### src/rtl/iob_fifo_sp_ctrl.sv
`default_nettype none
// ============================================================================
// Module   : iob_fifo_sp_ctrl
// Purpose  : Controller for a FIFO built on an external single-port register
//            file, with a registered output stage. The regfile can do only
//            one access per cycle, so reads and writes share it. When both
//            are wanted, they alternate cycle by cycle.
// Revision : 1.0 - initial release
// ----------------------------------------------------------------------------
// Ports
//   clk_i        rising-edge clock
//   arst_n_i     asynchronous active-low reset
//   clr_i        synchronous soft clear (active-high)
//   in_valid_i   push request
//   in_data_i    push data
//   in_ready_o   push accepted when high together with in_valid_i
//   out_valid_o  output register holds a valid head word
//   out_data_o   registered head word
//   out_ready_i  consumer takes the head word
//   level_o      words held in the regfile (output register excluded)
//   rf_we_o      regfile write enable
//   rf_addr_o    regfile shared read/write address
//   rf_w_data_o  regfile write data
//   rf_r_data_i  regfile combinational read data at rf_addr_o
// ============================================================================
module iob_fifo_sp_ctrl #(
  parameter int ADDR_W = 2,
  parameter int DATA_W = 21
) (
  input  logic              clk_i,
  input  logic              arst_n_i,
  input  logic              clr_i,
  input  logic              in_valid_i,
  input  logic [DATA_W-1:0] in_data_i,
  output logic              in_ready_o,
  output logic              out_valid_o,
  output logic [DATA_W-1:0] out_data_o,
  input  logic              out_ready_i,
  output logic [ADDR_W:0]   level_o,
  output logic              rf_we_o,
  output logic [ADDR_W-1:0] rf_addr_o,
  output logic [DATA_W-1:0] rf_w_data_o,
  input  logic [DATA_W-1:0] rf_r_data_i
);

  localparam int              DEPTH      = 2 ** ADDR_W;
  localparam logic [ADDR_W:0] LEVEL_FULL = (ADDR_W + 1)'(DEPTH);

  // Last regfile access; used to alternate reads and writes when both are wanted.
  typedef enum logic [0:0] {
    OP_READ  = 1'b0,
    OP_WRITE = 1'b1
  } op_e;

  op_e               last_op_q,   last_op_d;
  logic [ADDR_W-1:0] wr_ptr_q,    wr_ptr_d;
  logic [ADDR_W-1:0] rd_ptr_q,    rd_ptr_d;
  logic [ADDR_W:0]   level_q,     level_d;
  logic              out_valid_q, out_valid_d;
  logic [DATA_W-1:0] out_data_q,  out_data_d;

  logic full;
  logic read_need;
  logic rd_gnt;
  logic in_ready;
  logic push;

  always_comb begin
    full      = (level_q == LEVEL_FULL);
    // The output register is empty now, or it is being emptied this cycle.
    read_need = (level_q != '0) && (!out_valid_q || out_ready_i);
    // A read wins if the last access was a write, if there is no competing
    // push, or if the regfile is full. Clear suppresses every access.
    rd_gnt    = !clr_i && read_need &&
                ((last_op_q == OP_WRITE) || !in_valid_i || full);
    in_ready  = !full && !rd_gnt && !clr_i;
    push      = in_valid_i && in_ready;
  end

  // Regfile port: the address defaults to wr_ptr when the regfile is idle.
  assign rf_we_o     = push;
  assign rf_addr_o   = rd_gnt ? rd_ptr_q : wr_ptr_q;
  assign rf_w_data_o = in_data_i;

  always_comb begin
    last_op_d   = last_op_q;
    wr_ptr_d    = wr_ptr_q;
    rd_ptr_d    = rd_ptr_q;
    level_d     = level_q;
    out_valid_d = out_valid_q;
    out_data_d  = out_data_q;

    if (clr_i) begin
      last_op_d   = OP_READ;
      wr_ptr_d    = '0;
      rd_ptr_d    = '0;
      level_d     = '0;
      out_valid_d = 1'b0;
    end else begin
      if (push) begin
        wr_ptr_d  = wr_ptr_q + 1'b1;
        level_d   = level_q + 1'b1;
        last_op_d = OP_WRITE;
      end
      if (rd_gnt) begin
        // A read refills the output register, even if the consumer takes
        // the current word in the same cycle.
        rd_ptr_d    = rd_ptr_q + 1'b1;
        level_d     = level_q - 1'b1;
        last_op_d   = OP_READ;
        out_data_d  = rf_r_data_i;
        out_valid_d = 1'b1;
      end else if (out_valid_q && out_ready_i) begin
        out_valid_d = 1'b0;
      end
    end
  end

  always_ff @(posedge clk_i or negedge arst_n_i) begin
    if (!arst_n_i) begin
      last_op_q   <= OP_READ;
      wr_ptr_q    <= '0;
      rd_ptr_q    <= '0;
      level_q     <= '0;
      out_valid_q <= 1'b0;
      out_data_q  <= '0;
    end else begin
      last_op_q   <= last_op_d;
      wr_ptr_q    <= wr_ptr_d;
      rd_ptr_q    <= rd_ptr_d;
      level_q     <= level_d;
      out_valid_q <= out_valid_d;
      out_data_q  <= out_data_d;
    end
  end

  assign in_ready_o  = in_ready;
  assign out_valid_o = out_valid_q;
  assign out_data_o  = out_data_q;
  assign level_o     = level_q;

endmodule
`default_nettype wire

### config.mk
export PLATFORM = sky130hd
export DESIGN_NAME = iob_fifo_sp_ctrl
export DESIGN_NICKNAME = d
export VERILOG_FILES = /design/src/rtl/iob_fifo_sp_ctrl.sv
export SDC_FILE = /design/constraint.sdc
export NUM_CORES = 1
export LEC_CHECK = 0
export CAP_MARGIN = 20
export CORE_UTILIZATION = 35
export CTS_CLUSTER_DIAMETER = 200
export DETAILED_ROUTE_END_ITERATION = 16
export PLACE_DENSITY = 0.86
export SETUP_SLACK_MARGIN = 0.4
export SYNTH_ARGS = -nofsm -noshare
export SYNTH_HDL_FRONTEND = slang
export SYNTH_SLANG_ARGS = --single-unit
### constraint.sdc
create_clock -name clk_i -period 2.9 [get_ports clk_i]
set_clock_uncertainty 0.1 [all_clocks]
set_input_delay 0.29 -clock clk_i [delete_from_list [all_inputs] [get_ports clk_i]]
set_output_delay 0.29 -clock clk_i [all_outputs]
set_load 0.03 [all_outputs]
==> results summary, run 1 <==
From left edge to right edge, the die measures a little under 70 microns. The number of buffers created by CTS came out at 5. The final cell count without fillers came out at between 200 and 250. Counting every net in the synthesized netlist gives about 160. The detailed router placed around 1100 vias in this run.

The H-tree level count is 2. The power share of the clock group is between 10% and 20%. The number of placed I/O pins is slightly below 100. The total number of placement rows came out at 23.

The number of hold violations in the final report came out at 0. The effective utilization at floorplan is a little under two fifths. The final net count came out at approximately 210. In this run the worst setup path begins at level_o[0]. TritonCTS built the clock tree. The worst relative slew slack came out at around 75%.

The number of max-capacitance violations reported is 0. In the final routed layout, each cell accounts on average for ~15 microns. Internal power comes to about 1.5 mW. The clock transition at the registers of the reported paths is about 0.060 ns. The total count of max-transition violations in the final report came to 0. The minimum setup slack among reg-to-reg paths came out at about 0.47 ns. The peak clock frequency supported by timing came out at ~400 MHz. The area of the mapped netlist is 1510 sq um. The power per standard cell area came out at 1220 nW/um^2.

The sum of net half-perimeters after detailed placement is roughly 2.5 mm. The routability congestion estimate from global placement came out at roughly 0.66. The number of global-route vias before repair came to roughly 1100. The number of buffers inserted for hold repair after clock tree synthesis came out at 0. The floorplan die height is 67.7 microns. The routed wire length came out at roughly 3.3 mm. The maximum resistive drop on vdd came out at between 0.7 and 0.8 mV. The cell count after synthesis came out at roughly 120. The fraction of the yosys area taken by sequential cells came out at 49.8%.

The type of element capturing the critical path is a flip-flop. The leakage power total is 0.893 nW. The clock network latency to the later pin of the worst-skew pair is between 0.2 and 0.3 ns. The final critical path takes up roughly 84% of the cycle.

The synthesis-stage register bit count came out at 30. The total setup violations reported at the end of the flow came out at 0. The library cell used most frequently in the layout, excluding fill and tap cells, is sky130_fd_sc_hd__clkdlybuf4s50_1. The worst setup path is launched from a flip-flop.

The fraction of power spent switching nets came out at between 30% and 40%. The critical path in this run is classified as flip-flop to flip-flop. The portion of total power attributed to sequential cells is about 30%.

The Yosys step of the flow raised 0 warnings. In this run the remaining antenna-violating nets after routing total 0. The global-route usage over all layers is around 15%. The run finished with clean final reports. Along the worst path, the maximum fanout reaches 14. The length of the first detailed-routing pass in iterations is 2. The total overflow left after global routing is 0. The initial antenna violation count came out at 0. The average instance in the mapped netlist occupies 13.0 sq um. In this run the worst hold path is classified as primary input to asynchronous set/reset pin.

The total negative slack for setup checks is 0 ns. The antenna diode count came out at 0. The area growth from synthesis to layout is 39.0%. Clock tree synthesis found a total of 30 sinks. Data on the critical path arrives at its endpoint at 2.54 ns. In the layout the commonest cells are 50 x sky130_fd_sc_hd__clkdlybuf4s50_1, 28 x sky130_fd_sc_hd__dfrtp_1, 24 x sky130_fd_sc_hd__mux2_2, 9 x sky130_fd_sc_hd__buf_4, 5 x sky130_fd_sc_hd__clkbuf_8.

The full die area came out at about 4600 sq um. In this run the critical register-to-register path is launched from level_o[0]. The largest net degree at the start of global routing is 31.

Data on the critical path is required at its endpoint by 3.01 ns. The clock period minus worst slack came out at ~2.4 ns. The quantity of I/O buffers inserted on ports is 54. The total net switching power is between 1 and 1.5 mW.

The number of placed cells counting well taps came out at between 150 and 200. The clock root buffer master is sky130_fd_sc_hd__clkbuf_8. For the pin with the worst max-slew slack, the measured transition is 0.377 ns.

The starting DRC count in detailed routing came out at 25. The core area came out at 4060 sq um. In the final layout, the share of cells above drive strength 1 is a little over a third.

The first global-routing pass estimated between 4 and 5 mm of wire. The deepest clock path buffer count is 2. For this run, design rule violations remaining after detail routing come to 0. The share of power burned in combinational logic came out at between 50% and 60%. Setup repair after global routing left no endpoint under its margin.

The count of distinct cell types in the synthesized netlist is 36. In the routed layout, each cell is associated on average with a via count of around 5.
[synth_stat cells, drive strengths merged]
| cell type | n | area, sq um |
|---|---|---|
| inv | 2 | 7.51 |
| clkbuf | 1 | 3.75 |
| nand2b | 1 | 6.26 |
| nor2b | 2 | 12.5 |
| mux2i | 1 | 10.0 |
| nand4bb | 1 | 11.3 |
| and2b | 1 | 10.0 |
| nand4 | 1 | 6.26 |
| a21o | 1 | 7.51 |
| xnor2 | 1 | 8.76 |
| o21a | 1 | 7.51 |
| dfrtp | 30 | 751 |
| fa | 1 | 20.0 |
| o41ai | 1 | 8.76 |
| nor3 | 3 | 20.0 |
| nor2 | 4 | 15.0 |
| and3 | 1 | 7.51 |
| a211oi | 1 | 12.5 |
| a2111oi | 1 | 27.5 |
| o21ai | 1 | 5.00 |
| or3b | 1 | 8.76 |
| or2 | 1 | 8.76 |
| o21ba | 1 | 10.0 |
| nand3 | 1 | 5.00 |
| and2 | 1 | 6.26 |
| a21oi | 2 | 13.8 |
| or4b | 1 | 10.0 |
| nand2 | 1 | 3.75 |
| nand3b | 1 | 7.51 |
| mux2 | 24 | 270 |
| buf | 25 | 196 |
| o311a | 1 | 10.0 |
[power by group through the flow]
stage	sequential [mW]	combinational, mW	clock (mW)
floorplan	1.09	0.568	0
global placement	0.741	1.31	0
detailed placement	0.766	1.36	0
CTS	0.755	1.38	0.413
global route	0.780	1.47	0.432
finish	0.754	1.40	0.399
[timing repair]
action,4_1_cts,5_1_grt
buffers inserted,3,2
endpoints found under the setup margin,4,5
resized for setup,14,3
pin swaps,1,1
[final timing paths]
kind / to / cells past startpoint
worst max-delay path: level_o[2] / 7
min in group clk_i: wr_ptr_q[1] / 1
worst max register to register: level_o[2] / 7
worst min register to register: wr_ptr_q[1] / 1
max in group asynchronous: level_o[1] / 2
worst min-delay path: rd_ptr_q[0] / 2
[registers in the layout (all words and copies together), names as in the netlist]
register	cells
out_data_o	21
level_o	3
rd_ptr_q	2
wr_ptr_q	2
last_op_q	1
out_valid_o	1
[cell type report]
type	instances	area [sq um]
clock inverter	3	40.0
sequential	30	753
inverter	2	7.51
clock buffer	5	68.8
multi-input combinational	58	566
tap	50	62.6
timing repair buffer	63	599
fill	342	1960
[layer usage]
layer,global-route usage (%),routed length [microns],part of all wire [%],vias to the layer above
met5,0,0,0,-
met4,6.91,68,2.1,0
met3,5.74,215,6.6,20
met2,28.5,1820,56,39
met1,14.4,1150,35,523
li1,-,-,-,469
[per-stage QoR]
| stage | instance area, sq um | util, % | hold WS, ns | worst slack (ns) | total power [mW] |
|---|---|---|---|---|---|
| 2_1_floorplan | 1510 | - | -0.106 | 0.499 | 1.66 |
| 3_3_place_gp | 1950 | 48.0 | 0.369 | 0.199 | 2.05 |
| 3_5_place_dp | 1950 | 48.0 | 0.395 | 0.157 | 2.12 |
| 4_1_cts | 2070 | 51.0 | 0.320 | 0.384 | 2.55 |
| 5_1_grt | 2100 | 51.7 | 0.336 | 0.395 | 2.69 |
| 6_report | 2100 | 51.7 | 0.313 | 0.468 | 2.55 |
[logic make-up after synthesis]
logic type               count (synthesis)  synth area share [%]
AND/OR/NAND/NOR                         21                  9.20
flip-flops                              30                  49.8
XOR/XNOR                                 1                 0.581
AO/OA/AOI/OAI                           10                  6.80
multiplexers                            25                  18.6
buffers and inverters                   28                  13.8
adder cells (fa/ha/maj)                  1                  1.33
[worst max-delay path, stage by stage, from the launching register on]
cell                        delay [ns]
sky130_fd_sc_hd__dfrtp_2          0.44
sky130_fd_sc_hd__buf_4            0.18
sky130_fd_sc_hd__nor3_4           0.23
sky130_fd_sc_hd__a2111oi_4        0.08
sky130_fd_sc_hd__buf_4            0.21
sky130_fd_sc_hd__fa_2             0.37
sky130_fd_sc_hd__or4b_2           0.64
sky130_fd_sc_hd__nand4_1          0.11
No activity file was read; power rests on OpenSTA's default activity.
==> run 2, diff against run 1 <==
- clock period: 2.9 -> 2.55 ns (I/O delays scaled with it)
==> results summary, run 2 (same netlist as run 1, synthesis figures left out) <==
The run finished with clean final reports. Buffers inserted to repair hold after CTS numbered 0. The final antenna-violating net count came out at 0.

The clock period minus worst slack is about 2.2 ns. The maximum resistive drop on vdd is ~0.47 mV. The sum of net half-perimeters after detailed placement came out at around 2.5 mm. Detailed routing inserted a total of ~1100 vias. The number of placed I/O pins came out at a little under 100. At the worst endpoint, the required time is 2.19 ns. Summed over all cells, the static leakage comes to approximately 0.92 nW. The data arrival at the endpoint of the critical path came out at 1.88 ns. The H-tree level count is 2. The floorplan die height came out at 67.7 microns. At the end of the flow, the number of nets in the layout was approximately 210. The worst setup path is captured at an output pin.

The initial antenna violation count was 0. The repair_antennas step left the layout with diodes totalling 0. The actual transition at the worst max-transition pin came out at between 0.3 and 0.4 ns. For this configuration, the core starts out at a cell density of 37.2%. Once placement completed, the tool counted placed cells totaling between 200 and 250. The number of max-capacitance violations reported is 0. The number of hold violations in the final report is 0. The clock transition at the registers of the reported paths is roughly 0.07 ns. Cells with a size suffix above 1 make up 40.4% of the layout. The global-route wire length before repair came out at 5.36 mm. In this run the tool buffered the top-level ports with between 50 and 60 buffer cells.

Dividing the detail-routed wire length by the instance count gives approximately 17 microns. The number of global-route vias before repair came to 1158. The layout has around 340 filler cells.

Measured along the x axis, the die boundary spans 67.7 microns. The total design power is roughly 3.1 mW. The area growth from synthesis to layout is 45.6%.

The clock network latency to the later pin of the worst-skew pair came out at 0.28 ns. After global routing the overflow that remains totals 0. The total count of max-transition violations in the final report is 0. Derived from the worst setup path, the maximum achievable clock frequency is 448 MHz.

After routing the design area is 2200 sq um. STA classifies the critical path startpoint as a flip-flop. The power per standard cell area is between 1000 and 1500 nW/um^2.

The routability congestion estimate from global placement came out at between 0.6 and 0.7. The tightest min-delay check is of the primary input to asynchronous set/reset pin type. The die covers between 4000 and 5000 sq um. Entering global routing, the biggest net connects 31 pins. Global routing used roughly 16% of the available tracks.

No sink is reached through more buffers than the 2 on the longest clock path. The total setup violations reported at the end of the flow is 0. The first detailed-routing pass took 4 iterations. The largest fanout on the critical path is 6. The core area is 4060 sq um.

In the routed layout, each cell is associated on average with a via count of just over 5. The library cell used most frequently in the layout, excluding fill and tap cells, is sky130_fd_sc_hd__clkdlybuf4s50_1. The number of sinks on the clock net is 30. Leaving out fill and tap cells, the most frequent cells in the layout are 50 x sky130_fd_sc_hd__clkdlybuf4s50_1, 26 x sky130_fd_sc_hd__dfrtp_1, 22 x sky130_fd_sc_hd__mux2_2, 10 x sky130_fd_sc_hd__buf_4.

The total number of placement rows came out at 23. The part of the cycle the worst path needs is between 80% and 90%. The total cell area at the placement stage came out at 1990 sq um. The category of the critical setup timing path is flip-flop to output pin. The starting DRC count in detailed routing is 38.

The count of cells in the finished layout, fillers not included, comes to 216. The residual DRC count came out at 0. The register with the most flip-flops in the layout has 21 of them. After detailed routing, the total wire length is roughly 3.7 mm. The worst relative slew slack is between 70% and 80%.

The clock tree from TritonCTS is done. The number of buffers created by CTS came out at 5. The clock root buffer master is sky130_fd_sc_hd__clkbuf_8. Setup repair after global routing could not meet its margin everywhere.
[run 2: changes by cell type in the layout (fill, tap and decap cells not counted), sizes merged]
| cell | previous run | this run |
|---|---|---|
| dlymetal6s2s | 1 | 0 |
| buf | 11 | 18 |
| dlygate4sd2 | 1 | 0 |
[run 2: metal layers]
metal / up-vias / wire (microns) / share of wire, % / global-route usage (%)
li1: 479 / - / - / -
met1: 555 / 1320 / 36 / 16.6
met2: 41 / 2040 / 55 / 30.3
met3: 26 / 206 / 5.6 / 3.55
met4: 0 / 116 / 3.2 / 10.1
met5: - / 0 / 0 / 0
[run 2: power by group]
part | switching [mW] | internal (mW) | total (mW)
registers | 0.142 | 0.705 | 0.848
clock network | 0.185 | 0.287 | 0.472
logic | 0.881 | 0.888 | 1.77
[run 2: cell type report]
class / instances / area (sq um) / share of cell area [%]
Clock inverter: 3 / 40.0 / 1.82
Tap cell: 50 / 62.6 / 2.85
Clock buffer: 5 / 68.8 / 3.13
Inverter: 2 / 7.51 / 0.342
Timing Repair Buffer: 68 / 684 / 31.2
Sequential cell: 30 / 756 / 34.4
Multi-Input combinational cell: 58 / 578 / 26.3
[run 2: final timing paths]
path | slack (ns) | to | start | cells after the start
worst max register to register | 0.33 | level_o[2] | level_o[0] | 8
min in group clk_i | 0.41 | out_data_o[4] | out_data_o[4] | 1
worst min register to register | 0.41 | out_data_o[4] | out_data_o[4] | 1
worst min-delay path | 0.27 | out_data_o[20] | arst_n_i | 2
worst max-delay path | 0.32 | rf_addr_o[0] | level_o[1] | 5
max in group asynchronous | 1.77 | level_o[1] | arst_n_i | 2
[run 2: repair_timing]
| action | in CTS | in global routing |
|---|---|---|
| pin swaps | 6 | 1 |
| resized for setup | 32 | 3 |
| cloned | 1 | 0 |
| buffers inserted | 5 | 0 |
| endpoints found under the setup margin | 26 | 26 |
[run 2: through the flow]
step / util [%] / worst slack (ns) / TNS (ns) / hold slack [ns]
floorplan: - / 0.281 / 0 / -0.141
global placement: 49.1 / -0.0941 / -0.246 / 0.362
detailed placement: 49.1 / -0.200 / -0.623 / 0.371
CTS: 54.4 / 0.267 / 0 / 0.280
global route: 54.1 / 0.265 / 0 / 0.318
finish: 54.1 / 0.318 / 0 / 0.273
[run 2: critical path: stages (launching register included)]
cell                        delay, ns
sky130_fd_sc_hd__dfrtp_2         0.40
sky130_fd_sc_hd__or2_4           0.27
sky130_fd_sc_hd__a2111oi_4       0.30
sky130_fd_sc_hd__buf_6           0.19
sky130_fd_sc_hd__mux2_4          0.31
sky130_fd_sc_hd__buf_6           0.14
==> run 3, diff against run 2 <==
- CELL_PAD_IN_SITES_DETAIL_PLACEMENT: unset -> 1
- CELL_PAD_IN_SITES_GLOBAL_PLACEMENT: unset -> 2
- CORE_UTILIZATION: 35 -> 21
- PLACE_DENSITY: 0.86 -> 0.87
==> results summary, run 3 (same netlist as run 1, synthesis figures left out) <==
The critical path launch point is level_o[1]. Internal power comes to roughly 1.8 mW. The final-layout fill cell count came out at roughly 760. The number of buffers created by CTS is 5. In the final layout, the multi-input gates occupy between 500 and 600 sq um. The critical path is of the flip-flop to output pin type.

The number of sinks on the clock net came out at 30. In the global route stage, overall resource usage came out at 9.76%. The data arrival at the endpoint of the critical path came out at 1.98 ns. The number of max-capacitance violations reported is 0. Relative to the synthesized area, the layout overhead comes to 51.3%.

The global-route wire length before repair came out at 5.55 mm. The routed layout has around 1100 vias. The residual DRC count is 0. In this run the vertical extent of the chip is between 80 and 90 microns. Setup repair after global routing could not meet its margin everywhere. The worst register-to-register path begins at level_o[0].

The fraction of final layout cells sized beyond drive strength 1 came out at a little over two fifths. The clock period minus worst slack came out at ~2.3 ns. Across all setup checks in the final design, the least slack found is ~0.22 ns. The wire length per cell after detailed routing is about 13 microns. The total setup violations reported at the end of the flow is 0. The total count of max-transition violations in the final report is 0. The critical path launch point type is a flip-flop. The total net switching power came out at approximately 1.2 mW. The actual transition at the worst max-transition pin is slightly above 0.6 ns.

The type of element capturing the critical path is an output pin. Summed over all cells, the static leakage comes to between 0.9 and 1 nW. In this run switching power makes up between 30 and 40% of total power. Power spread over the standard cell area amounts to around 1300 nW/um^2. The total design power came out at slightly above 3 mW.

The power share of the clock group is 12.9%. The final design area excluding fillers is 2280 sq um. The full die area came out at roughly 7500 sq um. The worst-case setup slack after placement is -0.153 ns. The die width came out at around 87 microns. The flow ran to the end, and the final reports show no timing, DRC or antenna violations. The clock network latency to the later pin of the worst-skew pair is around 0.28 ns. The peak clock frequency supported by timing is 429 MHz. Once the floorplan was initialized, standard cells occupied 22.0% of the core. The clock transition at the registers of the reported paths came out at roughly 0.07 ns. The final antenna-violating net count is 0. The largest fanout on the critical path came out at 4. The flip-flop count of the largest register, all copies and words added is 21.

The worst relative slew slack came out at between 50% and 60%. The clock root buffer master is sky130_fd_sc_hd__clkbuf_8. Pin placement for this block handled 97 I/O pins. TritonCTS built the clock tree. The portion of total power attributed to sequential cells is about 28%. The longest clock path from root to sink contains 2 buffers. The met2 usage came out at about 16%.

Leaving out fill and tap cells, the most frequent cell in the layout is sky130_fd_sc_hd__clkdlybuf4s50_1. The count of buffers added on input and output ports is 54. The largest net degree at the start of global routing came out at 20. The total number of placement rows is 30. The length of the first detailed-routing pass in iterations came out at 4. The global-route track usage on met3 came out at 3.24%. The number of global-route vias before repair is 1165.

In the layout the commonest cells are 50 x sky130_fd_sc_hd__clkdlybuf4s50_1, 26 x sky130_fd_sc_hd__dfrtp_1, 23 x sky130_fd_sc_hd__mux2_2, 16 x sky130_fd_sc_hd__buf_4. The total cell area at the placement stage is ~2100 sq um. The initial antenna violation count was 0. The critical path data required time is ~2.2 ns. The register area is about 760 sq um.

For this run, global-route usage on met1 was measured as between 10% and 20%. The sum of net half-perimeters after detailed placement came out at 2.45 mm. The final net count is roughly 220. Of the available clock period, the critical path in the final layout requires between 90% and 100%. The average via count per standard cell is 3.99.

The routed wire length came out at 3.54 mm. The min-delay analysis places its worst path in the category primary input to asynchronous set/reset pin. The total congestion overflow after global routing came out at 0. The starting DRC count in detailed routing came out at 13.

The core area came out at 6870 sq um. The routability congestion estimate from global placement is approximately 0.69. The H-tree generated during clock tree synthesis spans 2 levels.

The maximum resistive drop on vdd is 0.256 mV. The share of power burned in combinational logic came out at slightly below 60%. The number of hold violations in the final report came out at 0.

The antenna diode count is 0. In this run the most used layer during global routing was met2.
run 3: cell types whose count changed in the layout (fill, tap and decap cells not counted), sizes merged:
cell | previous run | this run
bufinv | 1 | 0
clkinv | 2 | 1
clkbuf | 5 | 7
buf | 18 | 24
run 3: critical path, cell delays in order (launching register included):
cell	delay [ns]
sky130_fd_sc_hd__dfrtp_2	0.40
sky130_fd_sc_hd__or2_4	0.27
sky130_fd_sc_hd__a2111oi_4	0.29
sky130_fd_sc_hd__buf_4	0.20
sky130_fd_sc_hd__buf_8	0.11
sky130_fd_sc_hd__mux2_4	0.30
sky130_fd_sc_hd__buf_6	0.14
run 3: worst paths after layout:
path	slack [ns]	to	depth (start not counted)
worst min-delay path	0.25	last_op_q	1
worst min register to register	0.39	wr_ptr_q[1]	1
worst max register to register	0.22	level_o[2]	9
worst max-delay path	0.22	rf_addr_o[1]	6
min in group clk_i	0.39	wr_ptr_q[1]	1
max in group asynchronous	1.38	out_data_o[13]	2
run 3: metrics by stage:
step                util [%]  instances  TNS [ns]  hold slack, ns
finish                  33.2        268         0           0.255
global route            33.2        268         0           0.291
CTS                     32.7        267         0           0.259
detailed placement      29.9        249    -0.212           0.388
global placement        29.9        249    -0.129           0.380
floorplan                  -        116         0          -0.141
run 3: layer usage:
layer,routed length [microns],part of all wire (%),up-vias
li1,-,-,488
met4,60,1.7,0
met2,1720,49,43
met1,1540,43,532
met3,217,6.1,6
met5,0,0,-
run 3: timing repair:
action / 4_1_cts / 5_1_grt
hold buffers: 0 / 0
pin swaps: 6 / 3
gates resized for setup: 25 / 11
buffers inserted: 10 / 1
endpoints found under the setup margin: 6 / 28
run 3: layout make-up:
type                    instances  area share, %
repair buffers                 74           31.5
multi-input cells              58           25.9
well taps                      96           5.26
clock inverters                 1          0.219
clock buffers                   7           3.78
inverters                       2          0.329
flip-flops and latches         30           33.1
run 3: power by group through the flow:
stage | registers [mW] | clock network (mW) | logic, mW
floorplan | 1.25 | 0 | 0.657
global placement | 0.839 | 0 | 1.58
detailed placement | 0.846 | 0 | 1.61
CTS | 0.842 | 0.412 | 1.76
global route | 0.867 | 0.432 | 1.91
finish | 0.837 | 0.392 | 1.81
